$ cat config.mk
export PLATFORM = sky130hd
export DESIGN_NAME = rob_retire
export DESIGN_NICKNAME = d
export VERILOG_FILES = /design/src/rtl/rob_pkg.sv /design/src/rtl/rob_perf_counters.sv /design/src/rtl/rob_retire.sv
export SDC_FILE = /design/constraint.sdc
export NUM_CORES = 1
export LEC_CHECK = 0
export CAP_MARGIN = 30
export CORE_MARGIN = 2
export CORE_UTILIZATION = 55
export DETAILED_ROUTE_END_ITERATION = 8
export DONT_BUFFER_PORTS = 1
export GPL_ROUTABILITY_DRIVEN = 0
export HOLD_SLACK_MARGIN = 0.02
export PLACE_DENSITY = 0.82
export SLEW_MARGIN = 20
export SYNTH_ARGS = -nofsm -noshare
export SYNTH_HDL_FRONTEND = slang
export SYNTH_SLANG_ARGS = --single-unit
$ cat constraint.sdc
create_clock -name clk -period 4.65 [get_ports clk]
set_input_delay 0.93 -clock clk [delete_from_list [all_inputs] [get_ports clk]]
set_output_delay 0.93 -clock clk [all_outputs]
set_load 0.005 [all_outputs]
$ cat src/rtl/rob_pkg.sv
// Shared types and sizes for the reorder-buffer retirement slice.
// Retirement is in order; freed PRNs return to the rename free-PRN queue.
package rob_pkg;

    localparam int DEPTH        = 32;
    localparam int PRN_BITS     = 6;
    localparam int MAX_OPERANDS = 3;
    localparam int NUM_CMPL     = 2;
    localparam int TAG_BITS     = $clog2(DEPTH);

    // Pointer width: index bits plus one wrap bit.
    localparam int ROB_PTR      = TAG_BITS + 1;

    typedef struct packed {
        logic                                   valid;
        logic                                   done;
        logic [MAX_OPERANDS-1:0]                old_valid;
        logic [MAX_OPERANDS-1:0][PRN_BITS-1:0]  old_prn;
    } RobEntry;

endpackage

$ cat src/rtl/rob_perf_counters.sv
// Free-running 32-bit event counters for ROB retirement and full-stall events.
// They wrap at 2^32 and are cleared by the synchronous reset.
module rob_perf_counters (
    input  logic        clk,
    input  logic        rst,
    input  logic        i_retire,
    input  logic        i_full_stall,
    output logic [31:0] o_perf_retired,
    output logic [31:0] o_perf_full_stall
);

    logic [31:0] r_retired;
    logic [31:0] r_full_stall;

    always_ff @(posedge clk) begin
        if (rst) begin
            r_retired    <= '0;
            r_full_stall <= '0;
        end else begin
            if (i_retire)     r_retired    <= r_retired + 32'd1;
            if (i_full_stall) r_full_stall <= r_full_stall + 32'd1;
        end
    end

    assign o_perf_retired    = r_retired;
    assign o_perf_full_stall = r_full_stall;

endmodule

$ cat src/rtl/rob_retire.sv
// Reorder buffer: one dispatch per cycle, completion broadcasts, and in-order retire with old-PRN free-back.
// Defining ROB_PERF_CNT_EN adds the retire and full-stall performance counters.
module rob_retire
    import rob_pkg::*;
(
    input  logic                             clk,
    input  logic                             rst,
    input  logic                             i_disp_valid,
    output logic                             o_disp_ready,
    input  logic [MAX_OPERANDS-1:0]          i_disp_old_valid,
    input  logic [MAX_OPERANDS*PRN_BITS-1:0] i_disp_old_prn,
    output logic [TAG_BITS-1:0]              o_disp_tag,
    input  logic [NUM_CMPL-1:0]              i_cmpl_valid,
    input  logic [NUM_CMPL*TAG_BITS-1:0]     i_cmpl_tag,
    output logic [MAX_OPERANDS-1:0]          o_free_valid,
    output logic [MAX_OPERANDS*PRN_BITS-1:0] o_free_prns,
    output logic                             o_retire_valid,
    output logic [TAG_BITS-1:0]              o_retire_tag,
    output logic [ROB_PTR-1:0]               o_count
`ifdef ROB_PERF_CNT_EN
    ,
    output logic [31:0]                      o_perf_retired,
    output logic [31:0]                      o_perf_full_stall
`endif
);

    logic [ROB_PTR-1:0]  r_head;
    logic [ROB_PTR-1:0]  r_tail;
    RobEntry             r_entries [DEPTH];

    logic [TAG_BITS-1:0] w_head_idx;
    logic [TAG_BITS-1:0] w_tail_idx;
    logic                w_empty;
    logic                w_full;
    logic                w_retire;
    logic                w_disp_fire;
    RobEntry             w_head_entry;
    RobEntry             w_disp_entry;

    assign w_head_idx   = r_head[TAG_BITS-1:0];
    assign w_tail_idx   = r_tail[TAG_BITS-1:0];
    assign w_empty      = (r_head == r_tail);
    assign w_full       = (w_head_idx == w_tail_idx) && (r_head[TAG_BITS] != r_tail[TAG_BITS]);
    assign w_head_entry = r_entries[w_head_idx];

    // Ready looks only at registered occupancy, so a full ROB refuses dispatch even while retiring.
    assign w_disp_fire    = i_disp_valid && !w_full;
    assign w_retire       = !w_empty && w_head_entry.valid && w_head_entry.done;

    assign o_disp_ready   = !w_full;
    assign o_disp_tag     = w_tail_idx;
    assign o_retire_valid = w_retire;
    assign o_retire_tag   = w_head_idx;
    assign o_count        = r_tail - r_head;

    always_comb begin
        w_disp_entry           = '0;
        w_disp_entry.valid     = 1'b1;
        w_disp_entry.done      = 1'b0;
        w_disp_entry.old_valid = i_disp_old_valid;
        for (int i = 0; i < MAX_OPERANDS; i++) begin
            w_disp_entry.old_prn[i] = i_disp_old_prn[i*PRN_BITS +: PRN_BITS];
        end
    end

    always_comb begin
        o_free_valid = '0;
        o_free_prns  = '0;
        for (int i = 0; i < MAX_OPERANDS; i++) begin
            o_free_valid[i] = w_retire && w_head_entry.old_valid[i];
            if (o_free_valid[i]) begin
                o_free_prns[i*PRN_BITS +: PRN_BITS] = w_head_entry.old_prn[i];
            end
        end
    end

    // NOTE: only valid/done are reset; the PRN payload is always rewritten at dispatch before it can be read.
    always_ff @(posedge clk) begin
        if (rst) begin
            r_head <= '0;
            r_tail <= '0;
            for (int i = 0; i < DEPTH; i++) begin
                r_entries[i].valid <= 1'b0;
                r_entries[i].done  <= 1'b0;
            end
        end else begin
            for (int k = 0; k < NUM_CMPL; k++) begin
                if (i_cmpl_valid[k] && r_entries[i_cmpl_tag[k*TAG_BITS +: TAG_BITS]].valid) begin
                    r_entries[i_cmpl_tag[k*TAG_BITS +: TAG_BITS]].done <= 1'b1;
                end
            end
            if (w_retire) begin
                r_entries[w_head_idx].valid <= 1'b0;
                r_entries[w_head_idx].done  <= 1'b0;
                r_head                      <= r_head + 1'b1;
            end
            // Last write wins: a dispatch always lands on a free slot, never the retiring head.
            if (w_disp_fire) begin
                r_entries[w_tail_idx] <= w_disp_entry;
                r_tail                <= r_tail + 1'b1;
            end
        end
    end

`ifdef ROB_PERF_CNT_EN
    rob_perf_counters u_perf (
        .clk               (clk),
        .rst               (rst),
        .i_retire          (w_retire),
        .i_full_stall      (i_disp_valid && w_full),
        .o_perf_retired    (o_perf_retired),
        .o_perf_full_stall (o_perf_full_stall)
    );
`endif

endmodule

== Word level (Yosys, flattened, before mapping) ==
Memory sizes are Yosys's and may differ from the RTL's. A register that Yosys moved wholly into a read port is not among the register bits.
Cells that the tools add are included.
Widths: inputs -> output; s select.
Storage, ports and cells
  register bits after elaboration: 12
  memory bits (writable): 736
  input bits: 36
  output and inout bits: 39
  memories: 1
Operators by class
  $add $sub $neg: 3
  equal/unequal tests: 3
  mux-type cells: 31
  reductions and logical operators: 15
Memory list
  r_entries: depth 32, width 23, rd ports 3, clocked after memory_dff 1, write ports 32, line rob_retire.sv:29  | RobEntry r_entries [DEPTH];
Operator list (number)
  $mux 23: 4
  $reduce_or 23->1: 4
  $mux 5: 6
  $mux 6: 3
  $mux 1: 14
  $add 6x1->6 const B: 2
  $logic_and 1x1->1: 9
  $eq 6x6->1: 1
  $mux 3: 2
  $sub 6x6->6: 1
  $eq 5x5->1: 1
  $mux 2: 2
  $logic_not 1->1: 2
  $ne 1x1->1: 1

== Longest topological paths before layout ==
  depth in word-level cells: 9
  depth in mapped cells: 10

== Least setup slack after synthesis ==
OpenSTA, ideal clock, no wires.
  path type: reg-to-output
  from: register r_head[3]
  to: output o_free_prns[0]
  arrival: 2.403 ns
  slack: 1.317 ns
  cell stages (with the launch flop): 9
  path buffers: 0
  cells stage by stage: dfxtp_1 inv_1 ha_1 and3_1 a41oi_2 nand2_1 nor4_1 o31ai_1 nor2_1
Between the ends
  longest elaborated chain between the ends: 6
Ends and longest elaborated chain
  start: declaration: line rob_retire.sv:27  | logic [ROB_PTR-1:0] r_head;
  start signal: assignment: line rob_retire.sv:95  | r_head <= r_head + 1'b1;
  $eq 6x6->1: line rob_retire.sv:42  | assign w_empty = (r_head == r_tail);
  $logic_not 1->1: line rob_retire.sv:48  | assign w_retire = !w_empty && w_head_entry.valid && w_head_entry.done;
  $logic_and 1x1->1 (2 in a row): line rob_retire.sv:48
  $logic_and 1x1->1: line rob_retire.sv:70  | o_free_valid[i] = w_retire && w_head_entry.old_valid[i];
  $mux 6: line rob_retire.sv:71  | if (o_free_valid[i]) begin
  end: declaration: line rob_retire.sv:16  | output logic [MAX_OPERANDS*PRN_BITS-1:0] o_free_prns,
Every way passes these cells.

== Worst setup path after layout ==
  from: register r_tail[0]
  to: output o_free_prns[12]
Between the ends
  longest elaborated chain between the ends: 6
Ends and longest elaborated chain
  start: declaration: line rob_retire.sv:28  | logic [ROB_PTR-1:0] r_tail;
  start signal: assignment: line rob_retire.sv:100  | r_tail <= r_tail + 1'b1;
  $eq 6x6->1: line rob_retire.sv:42
  $logic_not 1->1: line rob_retire.sv:48
  $logic_and 1x1->1 (2 in a row): line rob_retire.sv:48
  $logic_and 1x1->1: line rob_retire.sv:70
  $mux 6: line rob_retire.sv:71
Every way passes these cells.

==> results list <==
* Maximum clock rate: 223 MHz
- Sequential cells were found to cover 70.8% of the synthesized design area.
- Endpoint of the worst setup timing path: o_free_prns[12]
- Counting every instance in the synthesized netlist gives 1,601.
* Half-perimeter wire length after placement: 46,600 µm
- Type of the worst min-delay path: input pin to register
* Worst relative slew slack: 22.5%
* Height of the die: 241 µm
* Maximum number of pins on one net before global-route repair: 104
- The finished layout holds 2,463 standard cells, fillers aside.
- Gr ovfl total: 0
* Setup repair after global routing missed its margin: false
* Placeable core region: 55,200 µm²
* Post-detailed-route via-to-cell ratio: 7.08
- The first global-routing pass estimated 119,000 µm of wire.
- The first TritonRoute pass finished after 7 iterations.
- Setup violations remaining at the end of the flow were counted as 0.
- Area share of the leading cell type in the synthesized netlist: 65.6%
* Total of hold buffers inserted after clock tree synthesis: 0
* Die Area: 57,900 µm²
- Critical path class: register to primary output
* Buffer levels on the longest clock path: 3
- The initial utilization of the core area, before any placement, comes to 55.7%.
- Drc violations: 0
- Hold Path Origin: i_disp_old_prn[9]
* Maximum vdd drop: 0.272 mV
* H-Tree Level Count: 3
* Num Clock Sinks: 753
- Pins Over Slew Limit: 0
* Status: complete, no violations
- By area the synthesized netlist is led by sky130_fd_sc_hd__edfxtp_1, sky130_fd_sc_hd__mux4_2, sky130_fd_sc_hd__dfxtp_1.
* Cell area power density: 395 nW/µm²
* Clk slew on worst S/H paths: 0.07 ns
* Minimum setup slack among reg-to-reg paths: 1.23 ns
* Site Rows: 86
- Number of design-rule violations left by the first detailed-router iteration: 2,532
- Of all cell types, the one taking the most synthesized area is sky130_fd_sc_hd__edfxtp_1.
* CTS tree: yes
- Via count: 17,426
- Data required time at the worst endpoint: 3.72 ns
- Area growth from synthesis to layout: 12.8%
- Final hold viol count: 0
- The most used flip-flop cell after synthesis is sky130_fd_sc_hd__edfxtp_1.
- The analysis attributes to cell leakage a power of 10.5 nW.
- Buffers added to address setup during post-CTS repair amount to 2.
* TritonCTS buffer count: 73
* I/O pins: 75
- In the final layout, the share of cells above drive strength 1 is 28.0%.
- Data arrival time of the critical path: 3.56 ns
* GRT Util Overall: 29.2%
* Startpoint of the worst setup timing path: r_tail[0]
- Final worst-path setup slack: 0.162 ns
- Clock latency on the worst-skew pair: 0.63 ns
* Final cell utilization of the core: 62.9%
- Worst setup EP type: primary output
- The number of cells on the worst reg-to-reg path is 7.
- Synth warnings: 0
* Antenna violations before repair: 0
* Async S/R FF share, synth: 0%
* Type of element launching the critical path: register
- After routing the design area is 34,700 µm².
* Total placed cells including tap cells: 2,324
- Worst slew pin tran: 1.16 ns
* Detail-routed net length per standard cell: 33.6 µm
- Worst r2r src: r_head[1]
* Summed negative setup slack over all endpoints: 0 ns
- PostCTS Resize Cnt: 0
* Post-synth EDFFs: 672
- The tree is rooted in a sky130_fd_sc_hd__clkbuf_16.
- Clock Skews: 0.0240 ns
- Final cycle utilization of the critical path: 96.5%
* DP Worst Slack: 0.574 ns
- Die width: 241 µm
- After synthesis, the mean cell area works out to 19.2 µm².
- Area of placed instances: 32,200 µm²
- The cell area that synthesis handed to floorplanning was 30,800 µm².
- Quantity of I/O buffers inserted on ports: 0
* Final layout net count: 1,705
* Post-route ant nets: 0
* Yosys reg bits: 753
- Syn_nets: 1,651
- Via count of the first global-routing pass: 17,637
- The final layout contains routed wiring with a total length of 82,600 µm.
- The netlist uses 65 different library cells.
* Minimum clock period after layout: 4.49 ns
- Along the worst path, the maximum fanout reaches 7.
* N_diodes: 0
- The worst register-to-register path ends at r_entries[3][5].
- Count of max-cap constraint violations: 0
## worst max-delay path: stages (launching register included)
cell,delay [ns]
sky130_fd_sc_hd__dfxtp_1,0.46
sky130_fd_sc_hd__inv_1,0.13
sky130_fd_sc_hd__ha_1,0.36
sky130_fd_sc_hd__and3_1,0.24
sky130_fd_sc_hd__a41o_1,0.21
sky130_fd_sc_hd__a31oi_1,0.07
sky130_fd_sc_hd__o211a_1,0.18
sky130_fd_sc_hd__o31ai_2,0.80
sky130_fd_sc_hd__nor2_1,0.27
sky130_fd_sc_hd__buf_4,0.22
## final cells by class
cell class	instances	area, µm²
clock buffer	89	1970
clock inverter	46	502
fill	3608	20500
inverter	35	133
multi-input combinational	711	8560
sequential	753	21800
tap	748	936
timing repair buffer	81	798
## worst min-delay path by stage
| stage | endpoint | slack (ns) | cells after the start |
|---|---|---|---|
| after detailed placement | r_entries[14][22] | 0.52 | 2 |
| after floorplan | r_entries[13][22] | 0.47 | 2 |
| after global placement | r_entries[5][22] | 0.50 | 2 |
| after global routing | r_entries[0][9] | 0.36 | 0 |
| final | r_entries[0][9] | 0.39 | 0 |
| after CTS | register | 0.36 | 1 |
## power by group
group	internal (mW)	switching, mW
Clock	3.55	2.58
Sequential	7.38	0.0167
Combinational	0.0666	0.104
## synth_stat cells (3+ instances only)
cell and count:
sky130_fd_sc_hd__a211oi_1 14, sky130_fd_sc_hd__a211oi_2 4, sky130_fd_sc_hd__a21oi_1 17, sky130_fd_sc_hd__a221oi_1 20, sky130_fd_sc_hd__a222oi_1 13, sky130_fd_sc_hd__a22oi_1 5
sky130_fd_sc_hd__a311o_1 15, sky130_fd_sc_hd__a311oi_1 7, sky130_fd_sc_hd__a31o_1 12, sky130_fd_sc_hd__a31o_2 3, sky130_fd_sc_hd__a31oi_1 18, sky130_fd_sc_hd__and3_1 7
sky130_fd_sc_hd__and3b_1 5, sky130_fd_sc_hd__buf_1 8, sky130_fd_sc_hd__buf_2 30, sky130_fd_sc_hd__buf_4 17, sky130_fd_sc_hd__buf_6 3, sky130_fd_sc_hd__clkbuf_1 44
sky130_fd_sc_hd__dfxtp_1 81, sky130_fd_sc_hd__edfxtp_1 672, sky130_fd_sc_hd__ha_1 13, sky130_fd_sc_hd__inv_1 34, sky130_fd_sc_hd__mux2_2 10, sky130_fd_sc_hd__mux2i_1 30
sky130_fd_sc_hd__mux4_2 221, sky130_fd_sc_hd__nand2_1 61, sky130_fd_sc_hd__nand2b_1 4, sky130_fd_sc_hd__nand3_1 19, sky130_fd_sc_hd__nand3b_1 3, sky130_fd_sc_hd__nand4_1 5
sky130_fd_sc_hd__nor2_1 72, sky130_fd_sc_hd__nor2b_1 22, sky130_fd_sc_hd__nor3_1 30, sky130_fd_sc_hd__nor3b_1 5, sky130_fd_sc_hd__o211ai_1 5, sky130_fd_sc_hd__o21ai_0 7
sky130_fd_sc_hd__o221ai_1 4, sky130_fd_sc_hd__o31ai_1 5, sky130_fd_sc_hd__o32ai_1 13, sky130_fd_sc_hd__or3_1 5, sky130_fd_sc_hd__xnor2_1 5, sky130_fd_sc_hd__xor2_1 4
## placed cells by master, fill, tap and decap left out, drive strengths merged, types with 15 or more instances in the layout
master / instances
buf: 81
edfxtp: 672
a31oi: 18
nor2b: 22
a211oi: 18
nand2: 61
a31o: 15
mux2i: 30
a21oi: 17
dfxtp: 81
inv: 38
a221oi: 20
nor3: 30
nor2: 72
a311o: 15
mux4: 221
clkinv: 30
clkbuf: 89
nand3: 19
## registers in the layout, indices dropped and copies added, names as in the netlist, named ones only
| register | count |
|---|---|
| r_tail | 6 |
| r_head | 6 |
| r_entries | 736 |
## per-layer routing
layer | vias up | track usage (%) | routed length, µm
met5 | - | 0 | 0
met4 | 0 | 11.7 | 3780
met3 | 277 | 7.31 | 9730
met2 | 1371 | 46.2 | 39500
met1 | 8979 | 39.4 | 29700
li1 | 6799 | - | -
## through the flow
stage               hold slack, ns  power, mW
global route                 0.362       14.0
floorplan                    0.475       7.67
detailed placement           0.518       7.71
global placement             0.499       7.70
CTS                          0.361       13.7
finish                       0.393       13.7
## kinds of logic (layout without fill, tap and decap cells)
logic type      Yosys count  in the layout  share of synthesized area, %
buf+inv                 137            251                          2.07
flops                   753            753                          70.8
xor+xnor                  9              9                         0.256
simple gates            248            248                          3.88
fa+ha+maj                14             14                         0.594
mux                     261            261                          17.5
compound gates          179            179                          4.83
(Power assumes the default switching activity.)
